## config.mk

```make
export PLATFORM = sky130hd
export DESIGN_NAME = psram_cmd_pacer
export DESIGN_NICKNAME = d
export VERILOG_FILES = /design/src/rtl/psram_cmd_pacer_pkg.sv /design/src/rtl/psram_read_tracker.sv /design/src/rtl/psram_cmd_pacer.sv
export SDC_FILE = /design/constraint.sdc
export NUM_CORES = 1
export LEC_CHECK = 0
export BUFFER_PORTS_ARGS = -buffer_cell sky130_fd_sc_hd__buf_2
export CAP_MARGIN = 20
export CORE_AREA = 8 8 121 123
export CTS_BUF_LIST = sky130_fd_sc_hd__clkbuf_8
export DETAILED_ROUTE_END_ITERATION = 16
export DIE_AREA = 0 0 129 131
export GPL_ROUTABILITY_DRIVEN = 0
export PLACE_DENSITY = 0.71
export SYNTH_ARGS = -nofsm -noshare
export SYNTH_HDL_FRONTEND = slang
export SYNTH_SLANG_ARGS = --single-unit
```

## constraint.sdc

```tcl
create_clock -name clk -period 1.8 [get_ports clk]
set_input_delay 0 -clock clk [delete_from_list [all_inputs] [get_ports clk]]
set_output_delay 0 -clock clk [all_outputs]
set_load 0.02 [all_outputs]
```

## src/rtl/psram_cmd_pacer_pkg.sv

```systemverilog
// Shared constants and types for the PSRAM command pacer.
package psram_cmd_pacer_pkg;

    localparam logic        PSRAM_CMD_READ    = 1'b0;
    localparam logic        PSRAM_CMD_WRITE   = 1'b1;
    localparam int unsigned PSRAM_TCMD        = 14;
    localparam int unsigned PSRAM_BURST_BEATS = 4;

    typedef enum logic {
        IDLE    = 1'b0,
        RD_WAIT = 1'b1
    } pacer_state_e;

endpackage

```

## src/rtl/psram_read_tracker.sv

```systemverilog
// Read-burst tracker: waits for the burst's beats, forwards them with an index,
// flags a done pulse on the last beat, and records timeouts and stray data.
module psram_read_tracker
    import psram_cmd_pacer_pkg::*;
#(
    parameter int unsigned BEATS      = PSRAM_BURST_BEATS,
    parameter int unsigned RD_TIMEOUT = 63
) (
    input  logic        clk,
    input  logic        sys_resetn,
    input  logic        i_rd_accept,
    input  logic [63:0] i_mem_rd_data,
    input  logic        i_mem_rd_data_valid,
    output logic        o_rd_pending,
    output logic [63:0] o_rd_data,
    output logic        o_rd_data_valid,
    output logic [1:0]  o_rd_beat,
    output logic        o_rd_done,
    output logic        o_timeout_err,
    output logic        o_stray_err
);

    localparam int unsigned TO_W = $clog2(RD_TIMEOUT + 1);

    pacer_state_e    r_state;
    logic [1:0]      r_beat_cnt;
    logic [TO_W-1:0] r_to_cnt;
    logic [63:0]     r_rd_data;
    logic            r_rd_valid;
    logic [1:0]      r_rd_beat;
    logic            r_rd_done;
    logic            r_timeout_err;
    logic            r_stray_err;

    logic w_last_beat;
    logic w_timeout;

    assign w_last_beat = (r_beat_cnt == 2'(BEATS - 1));
    // to_cnt is 0 in the first RD_WAIT cycle, so the timeout edge is taken in
    // cycle accept+RD_TIMEOUT-1 and the error is visible at accept+RD_TIMEOUT.
    assign w_timeout   = (r_to_cnt >= TO_W'(RD_TIMEOUT - 2));

    // Read FSM, counters, beat register and sticky error flags.
    always_ff @(posedge clk or negedge sys_resetn) begin
        if (!sys_resetn) begin
            r_state       <= IDLE;
            r_beat_cnt    <= 2'd0;
            r_to_cnt      <= '0;
            r_rd_data     <= 64'd0;
            r_rd_valid    <= 1'b0;
            r_rd_beat     <= 2'd0;
            r_rd_done     <= 1'b0;
            r_timeout_err <= 1'b0;
            r_stray_err   <= 1'b0;
        end else begin
            r_rd_valid <= 1'b0;
            r_rd_done  <= 1'b0;
            unique case (r_state)
                IDLE: begin
                    if (i_mem_rd_data_valid) begin
                        r_stray_err <= 1'b1;
                    end
                    if (i_rd_accept) begin
                        r_state    <= RD_WAIT;
                        r_beat_cnt <= 2'd0;
                        r_to_cnt   <= '0;
                    end
                end
                RD_WAIT: begin
                    if (w_timeout) begin
                        // Timeout wins over a beat arriving in the same cycle.
                        r_state       <= IDLE;
                        r_timeout_err <= 1'b1;
                    end else begin
                        if (r_to_cnt != TO_W'(RD_TIMEOUT)) begin
                            r_to_cnt <= r_to_cnt + TO_W'(1);
                        end
                        if (i_mem_rd_data_valid) begin
                            r_rd_data  <= i_mem_rd_data;
                            r_rd_valid <= 1'b1;
                            r_rd_beat  <= r_beat_cnt;
                            r_beat_cnt <= r_beat_cnt + 2'd1;
                            if (w_last_beat) begin
                                r_rd_done <= 1'b1;
                                r_state   <= IDLE;
                            end
                        end
                    end
                end
                default: r_state <= IDLE;
            endcase
        end
    end

    assign o_rd_pending    = (r_state == RD_WAIT);
    assign o_rd_data       = r_rd_data;
    assign o_rd_data_valid = r_rd_valid;
    assign o_rd_beat       = r_rd_beat;
    assign o_rd_done       = r_rd_done;
    assign o_timeout_err   = r_timeout_err;
    assign o_stray_err     = r_stray_err;

endmodule

```

## src/rtl/psram_cmd_pacer.sv

```systemverilog
// Command pacer in front of the PSRAM controller: enforces the command gap,
// holds off new commands while a read burst is outstanding, and forwards beats.
module psram_cmd_pacer
    import psram_cmd_pacer_pkg::*;
#(
    parameter int unsigned TCMD       = PSRAM_TCMD,
    parameter int unsigned BEATS      = PSRAM_BURST_BEATS,
    parameter int unsigned RD_TIMEOUT = 63,
    parameter int unsigned ADDR_W     = 21
) (
    input  logic              clk,
    input  logic              sys_resetn,
    input  logic              calib,
    input  logic              up_cmd_en,
    input  logic              up_cmd,
    input  logic [ADDR_W-1:0] up_addr,
    input  logic [63:0]       up_wr_data,
    input  logic [7:0]        up_data_mask,
    output logic              up_ready,
    output logic [63:0]       up_rd_data,
    output logic              up_rd_data_valid,
    output logic [1:0]        up_rd_beat,
    output logic              up_rd_done,
    output logic              mem_cmd_en,
    output logic              mem_cmd,
    output logic [ADDR_W-1:0] mem_addr,
    output logic [63:0]       mem_wr_data,
    output logic [7:0]        mem_data_mask,
    input  logic [63:0]       mem_rd_data,
    input  logic              mem_rd_data_valid,
    output logic              rd_timeout_err,
    output logic              rd_stray_err
);

    localparam int unsigned GAP_W = $clog2(TCMD);

    logic [GAP_W-1:0] r_gap_cnt;
    logic             r_calib;
    logic             w_accept;
    logic             w_rd_accept;
    logic             w_rd_pending;

    // Ready is built only from registered state; the done cycle is excluded so
    // ready returns the cycle after the last beat is presented upstream.
    assign up_ready    = r_calib && (r_gap_cnt == '0) && !w_rd_pending && !up_rd_done;
    assign w_accept    = up_cmd_en && up_ready;
    assign w_rd_accept = w_accept && (up_cmd == PSRAM_CMD_READ);

    assign mem_cmd_en    = w_accept;
    assign mem_cmd       = up_cmd;
    assign mem_addr      = up_addr;
    assign mem_wr_data   = up_wr_data;
    assign mem_data_mask = up_data_mask;

    // Command gap counter and registered calibration status.
    always_ff @(posedge clk or negedge sys_resetn) begin
        if (!sys_resetn) begin
            r_gap_cnt <= '0;
            r_calib   <= 1'b0;
        end else begin
            r_calib <= calib;
            if (w_accept) begin
                r_gap_cnt <= GAP_W'(TCMD - 1);
            end else if (r_gap_cnt != '0) begin
                r_gap_cnt <= r_gap_cnt - GAP_W'(1);
            end
        end
    end

    psram_read_tracker #(
        .BEATS      (BEATS),
        .RD_TIMEOUT (RD_TIMEOUT)
    ) u_read_tracker (
        .clk                 (clk),
        .sys_resetn          (sys_resetn),
        .i_rd_accept         (w_rd_accept),
        .i_mem_rd_data       (mem_rd_data),
        .i_mem_rd_data_valid (mem_rd_data_valid),
        .o_rd_pending        (w_rd_pending),
        .o_rd_data           (up_rd_data),
        .o_rd_data_valid     (up_rd_data_valid),
        .o_rd_beat           (up_rd_beat),
        .o_rd_done           (up_rd_done),
        .o_timeout_err       (rd_timeout_err),
        .o_stray_err         (rd_stray_err)
    );

endmodule

```

**Word level (Yosys, flattened, before mapping)**

Cells that the tools add are included.

- Memory bits (read-only): 0
- Output and inout port bits: 166
- Input port bits: 163
- Memories kept: 0
- Bits in writable memories: 0
- Bits in registers: 84
- Latch bits: 0
- Logic and storage cells: 61

- Reduce and logical (&&, ||, !) cells: 15
- Shift operators: 0
- Multipliers: 0
- Magnitude comparators: 1
- Equal/unequal tests: 6
- Bitwise gates (word level): 3
- Add/sub/neg operators: 3
- Mux-type cells: 22
- Div/mod/pow operators: 0

Operators with widths:

| cell | number |
|---|---|
| $mux W6 | 3 |
| $pmux W6 S2 | 1 |
| $mux W1 | 11 |
| $reduce_and A3 Y1 | 3 |
| $mux W4 | 2 |
| $add A6 B1 Y6 const B | 1 |
| $ge A6 B6 Y1 const B | 1 |
| $mux W2 | 3 |
| $ne A2 B2 Y1 const B | 3 |
| $ne A6 B6 Y1 const B | 1 |
| $logic_and A1 B1 Y1 | 5 |
| $logic_not A4 Y1 | 1 |
| $pmux W2 S2 | 1 |
| $reduce_and A2 Y1 | 2 |
| $reduce_bool A4 Y1 | 1 |
| $sub A4 B1 Y4 const B | 1 |
| $not A1 Y1 | 3 |
| $add A2 B1 Y2 const B | 1 |
| $eq A2 B2 Y1 const B | 1 |
| $logic_not A1 Y1 | 2 |
| $ne A2 B1 Y1 const B | 1 |
| $pmux W1 S2 | 1 |
| $reduce_bool A2 Y1 | 1 |

**Logic depth before layout (Yosys ltp)**

Gate-level depths: netlist of run 1.

- Word-level depth: 8
- Gate-level depth with buffers: 7
- Gate-level depth less buffers: 7

**Cells and area by module**

A second synthesis of run 1 with hierarchy kept.

- Cell total of the unflattened synthesis: 327
- Area total of the unflattened synthesis: 4,149.0 µm²

By module, submodules not included:

| module | sequential area each (µm²) | instances | area each (µm²) | cells an instance |
|---|---|---|---|---|
| psram_read_tracker | 1,976.9 | 1 | 3,174.3 | 208 |
| psram_cmd_pacer | 125.1 | 1 | 974.7 | 119 |

**Least setup slack after synthesis of run 1**

No wires, ideal clock.

- Kind: reg2reg
- From: register r_gap_cnt[0]
- To: register u_read_tracker.r_to_cnt[2]
- Slack: -15 ps
- Setup time: 124 ps
- Stages on the path, launching flop included: 7
- Arrival: 1,691 ps
- Period minus slack after synthesis: 1,815 ps
- Buffers on the path: 0
- Required time: 1,676 ps
- Cells stage by stage: dfrtp_1 > inv_1 > ha_1 > nor3b_1 > and3_1 > a21oi_1 > a211o_1

- Longest elaborated chain between the ends: 8

Ends and longest elaborated chain:

| element | line | source |
|---|---|---|
| from (decl) | psram_cmd_pacer.sv:37 | `logic [GAP_W-1:0] r_gap_cnt;` |
| from (signal assigned) | psram_cmd_pacer.sv:63 | `r_gap_cnt <= GAP_W'(TCMD - 1);` |
| from (signal assigned) | psram_cmd_pacer.sv:65 | `r_gap_cnt <= r_gap_cnt - GAP_W'(1);` |
| $logic_not A4 Y1 | psram_cmd_pacer.sv:45 | `assign up_ready = r_calib && (r_gap_cnt == '0) && !w_rd_pending && !up_rd_done;` |
| $logic_and A1 B1 Y1 (3 in a row) | psram_cmd_pacer.sv:45 |  |
| named net up_ready | psram_cmd_pacer.sv:19 | `output logic up_ready,` |
| $logic_and A1 B1 Y1 | psram_cmd_pacer.sv:46 | `assign w_accept = up_cmd_en && up_ready;` |
| $logic_and A1 B1 Y1 | psram_cmd_pacer.sv:47 | `assign w_rd_accept = w_accept && (up_cmd == PSRAM_CMD_READ);` |
| $ne A2 B1 Y1 (no line) | - |  |
| $reduce_and A3 Y1 (no line) | - |  |
| to (signal assigned) | psram_read_tracker.sv:76 | `r_to_cnt <= r_to_cnt + TO_W'(1);` |
| to (decl) | psram_read_tracker.sv:27 | `logic [TO_W-1:0] r_to_cnt;` |

The timed path passes the listed nets, and every way through them passes these cells.
A chain may end at the register's enable or synchronous reset.

**Worst setup path after layout of run 1**

- From: register u_read_tracker.r_to_cnt[1]
- To: register u_read_tracker.r_rd_data[2] (netlist: u_read_tracker.o_rd_data[2])

- Longest elaborated chain between the ends: 3

Ends and longest elaborated chain:

| element | line | source |
|---|---|---|
| $ge A6 B6 Y1 | psram_read_tracker.sv:41 | `assign w_timeout = (r_to_cnt >= TO_W'(RD_TIMEOUT - 2));` |
| $not A1 Y1 (no line) | - |  |
| $reduce_and A3 Y1 (no line) | - |  |
| to (signal assigned) | psram_read_tracker.sv:79 | `r_rd_data <= i_mem_rd_data;` |
| to (decl) | psram_read_tracker.sv:28 | `logic [63:0] r_rd_data;` |

Every way passes these cells.

==> run_summary.xml, run 1 <==
<?xml version="1.0" encoding="UTF-8"?>
<metrics>
  <group name="grt">
    <metric name="global_route.usage.met3" unit="%">5.36</metric>
    <metric name="top_usage_layer" unit="">met2</metric>
    <metric name="global_route.usage.met2" unit="%">20.1</metric>
    <metric name="gr-usage-met1" unit="%">12.2</metric>
    <metric name="globalRouteOverflowTotal" unit="">0</metric>
    <metric name="globalRouteTotalUtil" unit="%">12.2</metric>
    <metric name="via_count_of_the_first_global_routing_pass" unit="">3125</metric>
    <metric name="grt_antenna_before_repair" unit="">0</metric>
    <metric name="maximum_number_of_pins_on_one_net_before_global_route_repair" unit="">45</metric>
    <metric name="grt_first_pass_wirelength" unit="mm">15.9</metric>
  </group>
  <group name="logic_synthesis">
    <metric name="async_flop_share" unit="%">100</metric>
    <metric name="post_synth_instance_area" unit="sq um">4100</metric>
    <metric name="edff_count_synth" unit="">0</metric>
    <metric name="syn_nets" unit="">493</metric>
    <metric name="number_of_warnings_reported_in_the_yosys_synthesis_log" unit="">0</metric>
    <metric name="fraction_of_the_mapped_netlist_area_in_compound_gates" unit="%">3.36</metric>
    <metric name="yosys_register_bits" unit="">84</metric>
    <metric name="synthesis.instances" unit="">324</metric>
    <metric name="synth-adder-area-share" unit="%">1.83</metric>
    <metric name="syn_avg_cell_area" unit="sq um">12.6</metric>
    <metric name="ys_seq_area_share" unit="%">51.3</metric>
    <metric name="synthDistinctLibCells" unit="">33</metric>
    <metric name="multiplexer_fraction_of_the_synthesized_cell_area" unit="%">18.1</metric>
    <metric name="synth_top_family_by_area" unit="">buffers and inverters</metric>
    <metric name="synth-xor-area-share" unit="%">0.214</metric>
    <metric name="synth_top_flop_cell" unit="">dfrtp_1</metric>
    <metric name="area_share_of_and_or_nand_nor_cells_after_synthesis" unit="%">5.10</metric>
  </group>
  <group name="floorplan">
    <metric name="rows" unit="">42</metric>
    <metric name="start_util" unit="%">31.8</metric>
    <metric name="full_die_area" unit="sq um">16900</metric>
    <metric name="die_height" unit="microns">131</metric>
    <metric name="io-pin-count" unit="">329</metric>
    <metric name="core_area" unit="sq um">12900</metric>
    <metric name="die_x" unit="microns">129</metric>
  </group>
  <group name="clock_tree">
    <metric name="cts_tree" unit="">yes</metric>
    <metric name="insertion_delay" unit="ps">360</metric>
    <metric name="cts-htree-levels" unit="">3</metric>
    <metric name="clock_tree_root" unit="">clkbuf_8</metric>
    <metric name="cts-root-to-sink-buffers" unit="">2</metric>
    <metric name="clock_pin_transition_on_the_worst_setup_and_hold_timing_paths" unit="ps">80</metric>
    <metric name="clock_sinks" unit="">84</metric>
    <metric name="numCtsBuffers" unit="">9</metric>
  </group>
  <group name="placement">
    <metric name="placedInstanceArea" unit="sq um">4350</metric>
    <metric name="dp_hpwl" unit="mm">7.09</metric>
    <metric name="io_buffers" unit="">142</metric>
    <metric name="place_worst_setup_slack" unit="ps">-60.9</metric>
  </group>
  <group name="timing">
    <metric name="slew_headroom" unit="%">63.9</metric>
    <metric name="setup_repair_after_global_routing_missed_its_margin" unit="">yes</metric>
    <metric name="hold_viol" unit="">0</metric>
    <metric name="maxClockFrequency" unit="MHz">554</metric>
    <metric name="timing.setup.tns" unit="ps">-8.30</metric>
    <metric name="tightest_slew" unit="ps">541</metric>
    <metric name="timing.clock.skew" unit="ps">13.6</metric>
    <metric name="maxSlewViolCount" unit="">0</metric>
    <metric name="timing.final.crit_period" unit="ps">1800</metric>
    <metric name="final_critical_path_setup_slack" unit="ps">-4.76</metric>
    <metric name="setup_violations" unit="">4</metric>
    <metric name="post-route-period-util" unit="%">100</metric>
    <metric name="whs" unit="ps">0.00562</metric>
  </group>
  <group name="power">
    <metric name="static-leakage-power" unit="nW">2.79</metric>
    <metric name="power_density" unit="nW/um^2">1600</metric>
    <metric name="max-vdd-ir-drop" unit="mV">0.684</metric>
    <metric name="totalPowerFinal" unit="W">0.00898</metric>
  </group>
  <group name="setup_path">
    <metric name="cp.required" unit="ps">2040</metric>
    <metric name="end_kind" unit="">flip-flop</metric>
    <metric name="path_max_fanout" unit="">7</metric>
    <metric name="worst_setup_path_start_kind" unit="">flip-flop</metric>
    <metric name="worst-endpoint-arrival" unit="ps">2050</metric>
    <metric name="timing_worst_setup_path_type" unit="">flip-flop to flip-flop</metric>
  </group>
  <group name="drt">
    <metric name="iteration_0_drc_markers" unit="">57</metric>
    <metric name="drtPass1Iterations" unit="">4</metric>
    <metric name="drt-wirelength-per-cell" unit="microns">17.5</metric>
    <metric name="total_wire_length_after_detailed_routing" unit="mm">11.4</metric>
    <metric name="drc_viols" unit="">0</metric>
    <metric name="via_count" unit="">2871</metric>
    <metric name="detail-route-antenna-nets" unit="">0</metric>
    <metric name="vias_per_cell" unit="">4.42</metric>
  </group>
  <group name="final_layout">
    <metric name="finish.net_count" unit="">638</metric>
    <metric name="stdcell_area" unit="sq um">5620</metric>
    <metric name="ratio_of_cells_with_drive_above_1_in_the_final_layout" unit="%">54.4</metric>
    <metric name="area.growth.synth_to_final" unit="%">37.2</metric>
  </group>
  <group name="run_status">
    <metric name="failing_checks" unit="">negative setup slack</metric>
    <metric name="outcome" unit="">complete, but fails checks</metric>
  </group>
  <group name="worst_hold_path">
    <metric name="worst_hold_path_type" unit="">primary input to primary output</metric>
  </group>
  <group name="run">
    <metric name="cap_violations" unit="">0</metric>
  </group>
</metrics>
cells in the final DEF (no fill, tap or decap), drive strengths merged, types with 3 or more instances in the layout:
cell / instances
nor2: 4
o21ai: 7
dlygate4sd3: 68
a211o: 3
inv: 9
nor3b: 4
nor2b: 3
nand2: 5
nand3: 7
mux2: 66
and3: 3
ha: 6
buf: 164
nor3: 3
clkbuf: 13
dfrtp: 84
clkinv: 3
synthesized netlist by cell type, types with 4 or more instances:
cell     count  area, sq um
ha_1         6         75.1
buf_4       95          713
o21ai_0      7         35.0
nor3b_1      4         30.0
mux2_1       6         67.6
inv_1        9         33.8
nand2_1      5         18.8
nand3_1      7         35.0
mux2_2      60          676
dfrtp_1     84         2100
nor2_1       4         15.0
buf_6        6         67.6
worst paths after layout:
path	from	endpoint	slack (ps)	cells past startpoint
setup / recovery	u_read_tracker.r_to_cnt[1]	u_read_tracker.o_rd_data[2]	-5	7
hold / removal	up_wr_data[49]	mem_wr_data[49]	0.006	0
setup reg to reg	u_read_tracker.r_to_cnt[1]	u_read_tracker.o_rd_data[2]	-5	7
hold reg to reg	u_read_tracker.o_stray_err	u_read_tracker.o_stray_err	460	1
max in group asynchronous	sys_resetn	u_read_tracker.o_rd_data[29]	1010	3
min in group asynchronous	sys_resetn	u_read_tracker.o_rd_data_valid	160	2
logic make-up (layout without fill, tap and decap cells):
logic type,count (synthesis),count (layout)
adder cells (fa/ha/maj),6,6
other,0,1
XOR/XNOR,1,1
multiplexers,66,66
buffers and inverters,111,259
flip-flops,84,84
AO/OA/AOI/OAI,19,19
AND/OR/NAND/NOR,37,37
critical path: stages, from the launching register on:
cell       delay, ps
dfrtp_1          380
inv_1            100
ha_2             240
nor2b_4           70
o211ai_4         220
buf_6            180
clkbuf_16        190
mux2_4           310
power breakdown:
part	switching, W	internal [W]	total [W]
sequential	0.000556	0.00278	0.00334
combinational	0.00217	0.00207	0.00423
clock	0.000645	0.000763	0.00141
state kept, by name (all words and copies together) (netlist names), 2 cells and up:
signal	count
r_gap_cnt	4
u_read_tracker.o_rd_beat	2
u_read_tracker.o_rd_data	64
u_read_tracker.r_beat_cnt	2
u_read_tracker.r_to_cnt	6
metal layers:
layer / vias to the layer above / wire length (microns)
li1: 1284 / -
met3: 57 / 1060
met2: 153 / 5740
met5: - / 0
met4: 0 / 493
met1: 1377 / 4080
repair_timing:
item	4_1_cts	5_1_grt
hold buffers	68	0
resized for setup	15	33
hold endpoints to repair	110	0
setup buffers	6	3
pin swaps	3	3
gates cloned	1	6
setup endpoints to repair	61	71
final cells by class:
class	count	area (sq um)
diodes	1	2.50
well taps	176	220
repair buffers	236	1740
flip-flops and latches	84	2100
multi-input cells	129	1320
clock inverters	5	78.8
inverters	9	36.3
clock buffers	9	124
fillers	1168	7260
per-stage QoR:
stage               utilization [%]  instances
CTS                            41.6        640
global placement               33.8        551
detailed placement             33.8        551
global route                   43.6        648
floorplan                         -        324
finish                         43.6        649
Power figures use the tool's default switching activity.
==> run 2: changes to the inputs <==
--- a/config.mk
+++ b/config.mk
@@ -7,12 +7,13 @@
 export LEC_CHECK = 0
 export BUFFER_PORTS_ARGS = -buffer_cell sky130_fd_sc_hd__buf_2
 export CAP_MARGIN = 20
-export CORE_AREA = 8 8 121 123
+export CORE_AREA = 8 8 122 124
 export CTS_BUF_LIST = sky130_fd_sc_hd__clkbuf_8
 export DETAILED_ROUTE_END_ITERATION = 16
-export DIE_AREA = 0 0 129 131
+export DIE_AREA = 0 0 130 132
 export GPL_ROUTABILITY_DRIVEN = 0
-export PLACE_DENSITY = 0.71
+export PLACE_DENSITY = 0.7
 export SYNTH_ARGS = -nofsm -noshare
 export SYNTH_HDL_FRONTEND = slang
+export SYNTH_HIERARCHICAL = 1
 export SYNTH_SLANG_ARGS = --single-unit
==> run 2 against run 1 <==
Compared with the run above: the run now ends clean; flip-flop and latch count unchanged; count of clock-buffer cells in the layout increased by 1; non-clock buffer count decreased by 1; global-route usage increased by 1.0 points; critical endpoint is now u_read_tracker/o_rd_data[23]; largest power group unchanged.
==> run_summary.xml, run 2 <==
<?xml version="1.0" encoding="UTF-8"?>
<metrics>
  <group name="drt">
    <metric name="iteration_0_drc_markers" unit="">156</metric>
    <metric name="detail-route-antenna-nets" unit="">0</metric>
    <metric name="via_count" unit="">2948</metric>
    <metric name="drtPass1Iterations" unit="">4</metric>
    <metric name="drt-wirelength-per-cell" unit="microns">19.1</metric>
    <metric name="drc_viols" unit="">0</metric>
    <metric name="vias_per_cell" unit="">4.52</metric>
    <metric name="total_wire_length_after_detailed_routing" unit="mm">12.5</metric>
  </group>
  <group name="timing">
    <metric name="timing.clock.skew" unit="ps">8.54</metric>
    <metric name="whs" unit="ps">0.00561</metric>
    <metric name="hold_viol" unit="">0</metric>
    <metric name="timing.final.crit_period" unit="ps">1780</metric>
    <metric name="maxClockFrequency" unit="MHz">562</metric>
    <metric name="setup_repair_after_global_routing_missed_its_margin" unit="">yes</metric>
    <metric name="setup_violations" unit="">0</metric>
    <metric name="timing.setup.tns" unit="ps">0</metric>
    <metric name="tightest_slew" unit="ps">493</metric>
    <metric name="post-route-period-util" unit="%">98.8</metric>
    <metric name="maxSlewViolCount" unit="">0</metric>
    <metric name="slew_headroom" unit="%">67.1</metric>
  </group>
  <group name="grt">
    <metric name="via_count_of_the_first_global_routing_pass" unit="">3282</metric>
    <metric name="globalRouteTotalUtil" unit="%">13.2</metric>
    <metric name="maximum_number_of_pins_on_one_net_before_global_route_repair" unit="">50</metric>
    <metric name="grt_first_pass_wirelength" unit="mm">17.4</metric>
    <metric name="grt_antenna_before_repair" unit="">1</metric>
    <metric name="globalRouteOverflowTotal" unit="">0</metric>
  </group>
  <group name="floorplan">
    <metric name="core_area" unit="sq um">13000</metric>
    <metric name="io-pin-count" unit="">329</metric>
    <metric name="die_height" unit="microns">132</metric>
    <metric name="rows" unit="">42</metric>
    <metric name="start_util" unit="%">32.0</metric>
    <metric name="die_x" unit="microns">130</metric>
    <metric name="full_die_area" unit="sq um">17200</metric>
  </group>
  <group name="clock_tree">
    <metric name="clock_sinks" unit="">84</metric>
    <metric name="clock_pin_transition_on_the_worst_setup_and_hold_timing_paths" unit="ps">80</metric>
    <metric name="numCtsBuffers" unit="">9</metric>
    <metric name="cts-htree-levels" unit="">3</metric>
    <metric name="cts-root-to-sink-buffers" unit="">2</metric>
    <metric name="insertion_delay" unit="ps">360</metric>
    <metric name="clock_tree_root" unit="">clkbuf_8</metric>
    <metric name="cts_tree" unit="">yes</metric>
  </group>
  <group name="setup_path">
    <metric name="path_max_fanout" unit="">8</metric>
    <metric name="rr_startpoint" unit="">u_read_tracker/r_to_cnt[1]</metric>
    <metric name="timing_worst_setup_path_type" unit="">flip-flop to flip-flop</metric>
    <metric name="end_kind" unit="">flip-flop</metric>
    <metric name="worstRegToRegCells" unit="">6</metric>
    <metric name="worst_setup_path_start_kind" unit="">flip-flop</metric>
    <metric name="reg2reg_to" unit="">u_read_tracker/o_rd_data[23]</metric>
    <metric name="worst-endpoint-arrival" unit="ps">2030</metric>
    <metric name="worst-r2r-setup-slack" unit="ps">20</metric>
    <metric name="cp.required" unit="ps">2050</metric>
  </group>
  <group name="worst_hold_path">
    <metric name="worstHoldPathCells" unit="">0</metric>
    <metric name="terminating_pin_of_the_worst_hold_path" unit="">mem_addr[3]</metric>
    <metric name="worst_hold_path_type" unit="">primary input to primary output</metric>
    <metric name="min-delay-start" unit="">up_addr[3]</metric>
  </group>
  <group name="final_layout">
    <metric name="seqCellArea" unit="sq um">2100</metric>
    <metric name="area.growth.synth_to_final" unit="%">38.6</metric>
    <metric name="filler_cell_count" unit="">1171</metric>
    <metric name="final_common_cell" unit="">buf_2</metric>
    <metric name="ratio_of_cells_with_drive_above_1_in_the_final_layout" unit="%">55.8</metric>
    <metric name="area_occupied_by_multi_input_gates" unit="sq um">1500</metric>
    <metric name="mostFrequentLayoutCells" unit="">buf_2, dfrtp_1, dlygate4sd3_1</metric>
    <metric name="finish.net_count" unit="">639</metric>
    <metric name="largest_register_ffs" unit="">64</metric>
  </group>
  <group name="power">
    <metric name="p_sw" unit="W">0.00365</metric>
    <metric name="sequential_share_of_power" unit="%">35.8</metric>
    <metric name="comb_power_share" unit="%">51.5</metric>
    <metric name="static-leakage-power" unit="nW">2.77</metric>
    <metric name="power_density" unit="nW/um^2">1630</metric>
    <metric name="internal-power" unit="W">0.00574</metric>
    <metric name="max-vdd-ir-drop" unit="mV">1.05</metric>
    <metric name="relative_contribution_of_the_clock_network_to_total_power" unit="%">12.7</metric>
    <metric name="p_sw_share" unit="%">38.9</metric>
  </group>
  <group name="run_status">
    <metric name="outcome" unit="">finished clean</metric>
  </group>
  <group name="logic_synthesis">
    <metric name="netlist_top_cells_count" unit="">buf_4, dfrtp_1, mux2_2, inv_1</metric>
    <metric name="synthDistinctLibCells" unit="">37</metric>
    <metric name="post_synth_instance_area" unit="sq um">4150</metric>
    <metric name="synth_area_leaders" unit="">dfrtp_1, buf_4, mux2_2</metric>
    <metric name="syn_nets" unit="">496</metric>
    <metric name="yosys_register_bits" unit="">84</metric>
    <metric name="number_of_warnings_reported_in_the_yosys_synthesis_log" unit="">6</metric>
    <metric name="edff_count_synth" unit="">0</metric>
    <metric name="syn_avg_cell_area" unit="sq um">12.7</metric>
    <metric name="synth_top_area_share" unit="%">50.7</metric>
    <metric name="synth_largest_area_cell" unit="">dfrtp_1</metric>
    <metric name="ys_seq_area_share" unit="%">50.7</metric>
    <metric name="yosys.cell_count.top_type" unit="">buf_4</metric>
    <metric name="synth_top_flop_cell" unit="">dfrtp_1</metric>
    <metric name="async_flop_share" unit="%">100</metric>
    <metric name="synthesis.instances" unit="">327</metric>
  </group>
  <group name="placement">
    <metric name="io_buffers" unit="">142</metric>
    <metric name="dp_hpwl" unit="mm">8.01</metric>
  </group>
  <group name="run">
    <metric name="cap_violations" unit="">0</metric>
  </group>
</metrics>
==> run 2: cell type report <==
cell class / count / share of cell area (%)
sequential: 84 / 36.6
timing repair buffer: 235 / 29.9
multi-input combinational: 132 / 26.1
tap: 176 / 3.83
clock buffer: 10 / 2.39
clock inverter: 6 / 0.566
inverter: 8 / 0.522
antenna: 1 / 0.0435
==> run 2: worst max-delay path by stage <==
| stage | start | to |
|---|---|---|
| after CTS | r_gap_cnt[1] | up_ready |
| after global placement | u_read_tracker/r_to_cnt[1] | u_read_tracker/o_rd_data[59] |
| after global routing | u_read_tracker/r_to_cnt[1] | u_read_tracker/o_rd_data[23] |
| after floorplan | u_read_tracker/r_to_cnt[0] | u_read_tracker/o_rd_data[10] |
| after detailed placement | u_read_tracker/r_to_cnt[1] | u_read_tracker/o_rd_data[51] |
| final | u_read_tracker/r_to_cnt[1] | u_read_tracker/o_rd_data[23] |
==> run 2: cell families (layout without fill, tap and decap cells) <==
family,Yosys count,in the layout,share of synthesized area [%]
flip-flops,84,84,50.7
adder cells (fa/ha/maj),6,6,1.81
other,0,1,0
multiplexers,69,69,19.3
buffers and inverters,112,259,19.4
AO/OA/AOI/OAI,22,23,3.68
XOR/XNOR,2,2,0.422
AND/OR/NAND/NOR,32,32,4.80
==> run 2: worst max-delay path: stages (launching register included) <==
cell,delay (ps)
dfrtp_1,400
inv_2,100
ha_4,150
nor2b_4,210
o211a_4,290
buf_12,160
mux2_2,350
==> run 2: power groups by stage <==
| stage | registers, W | logic [W] | clock network (W) |
|---|---|---|---|
| after CTS | 0.00330 | 0.00405 | 0.00126 |
| after global placement | 0.00327 | 0.00384 | 0 |
| after floorplan | 0.00422 | 0.00186 | 0 |
| after global routing | 0.00348 | 0.00514 | 0.00132 |
| final | 0.00336 | 0.00484 | 0.00120 |
| after detailed placement | 0.00331 | 0.00393 | 0 |
==> run 2: per-layer routing <==
metal | wire length, microns | share of wire [%] | GRT usage, %
met5 | 0 | 0 | 0.617
met4 | 643 | 5.2 | 9.75
met2 | 6070 | 49 | 21.2
met3 | 1330 | 11 | 6.72
met1 | 4440 | 36 | 12.7
==> run 2: per-stage QoR <==
| step | instance area, sq um | total power (W) | setup slack (ps) | utilization, % | std cells |
|---|---|---|---|---|---|
| detailed placement | 4450 | 0.00724 | 0.379 | 34.3 | 554 |
| finish | 5750 | 0.00939 | 21.7 | 44.3 | 652 |
| global placement | 4450 | 0.00711 | 64.1 | 34.3 | 554 |
| global route | 5750 | 0.00993 | -57.0 | 44.3 | 652 |
| CTS | 5310 | 0.00861 | 9.24 | 40.9 | 638 |
| floorplan | 4150 | 0.00608 | 1.54 | - | 327 |
==> run 2: repair_timing <==
item,CTS,global route
buffers inserted,0,6
hold endpoints to repair,105,0
cloned,0,7
hold buffers,68,0
pin swaps,0,4
endpoints found under the setup margin,20,74
gates resized for setup,3,68
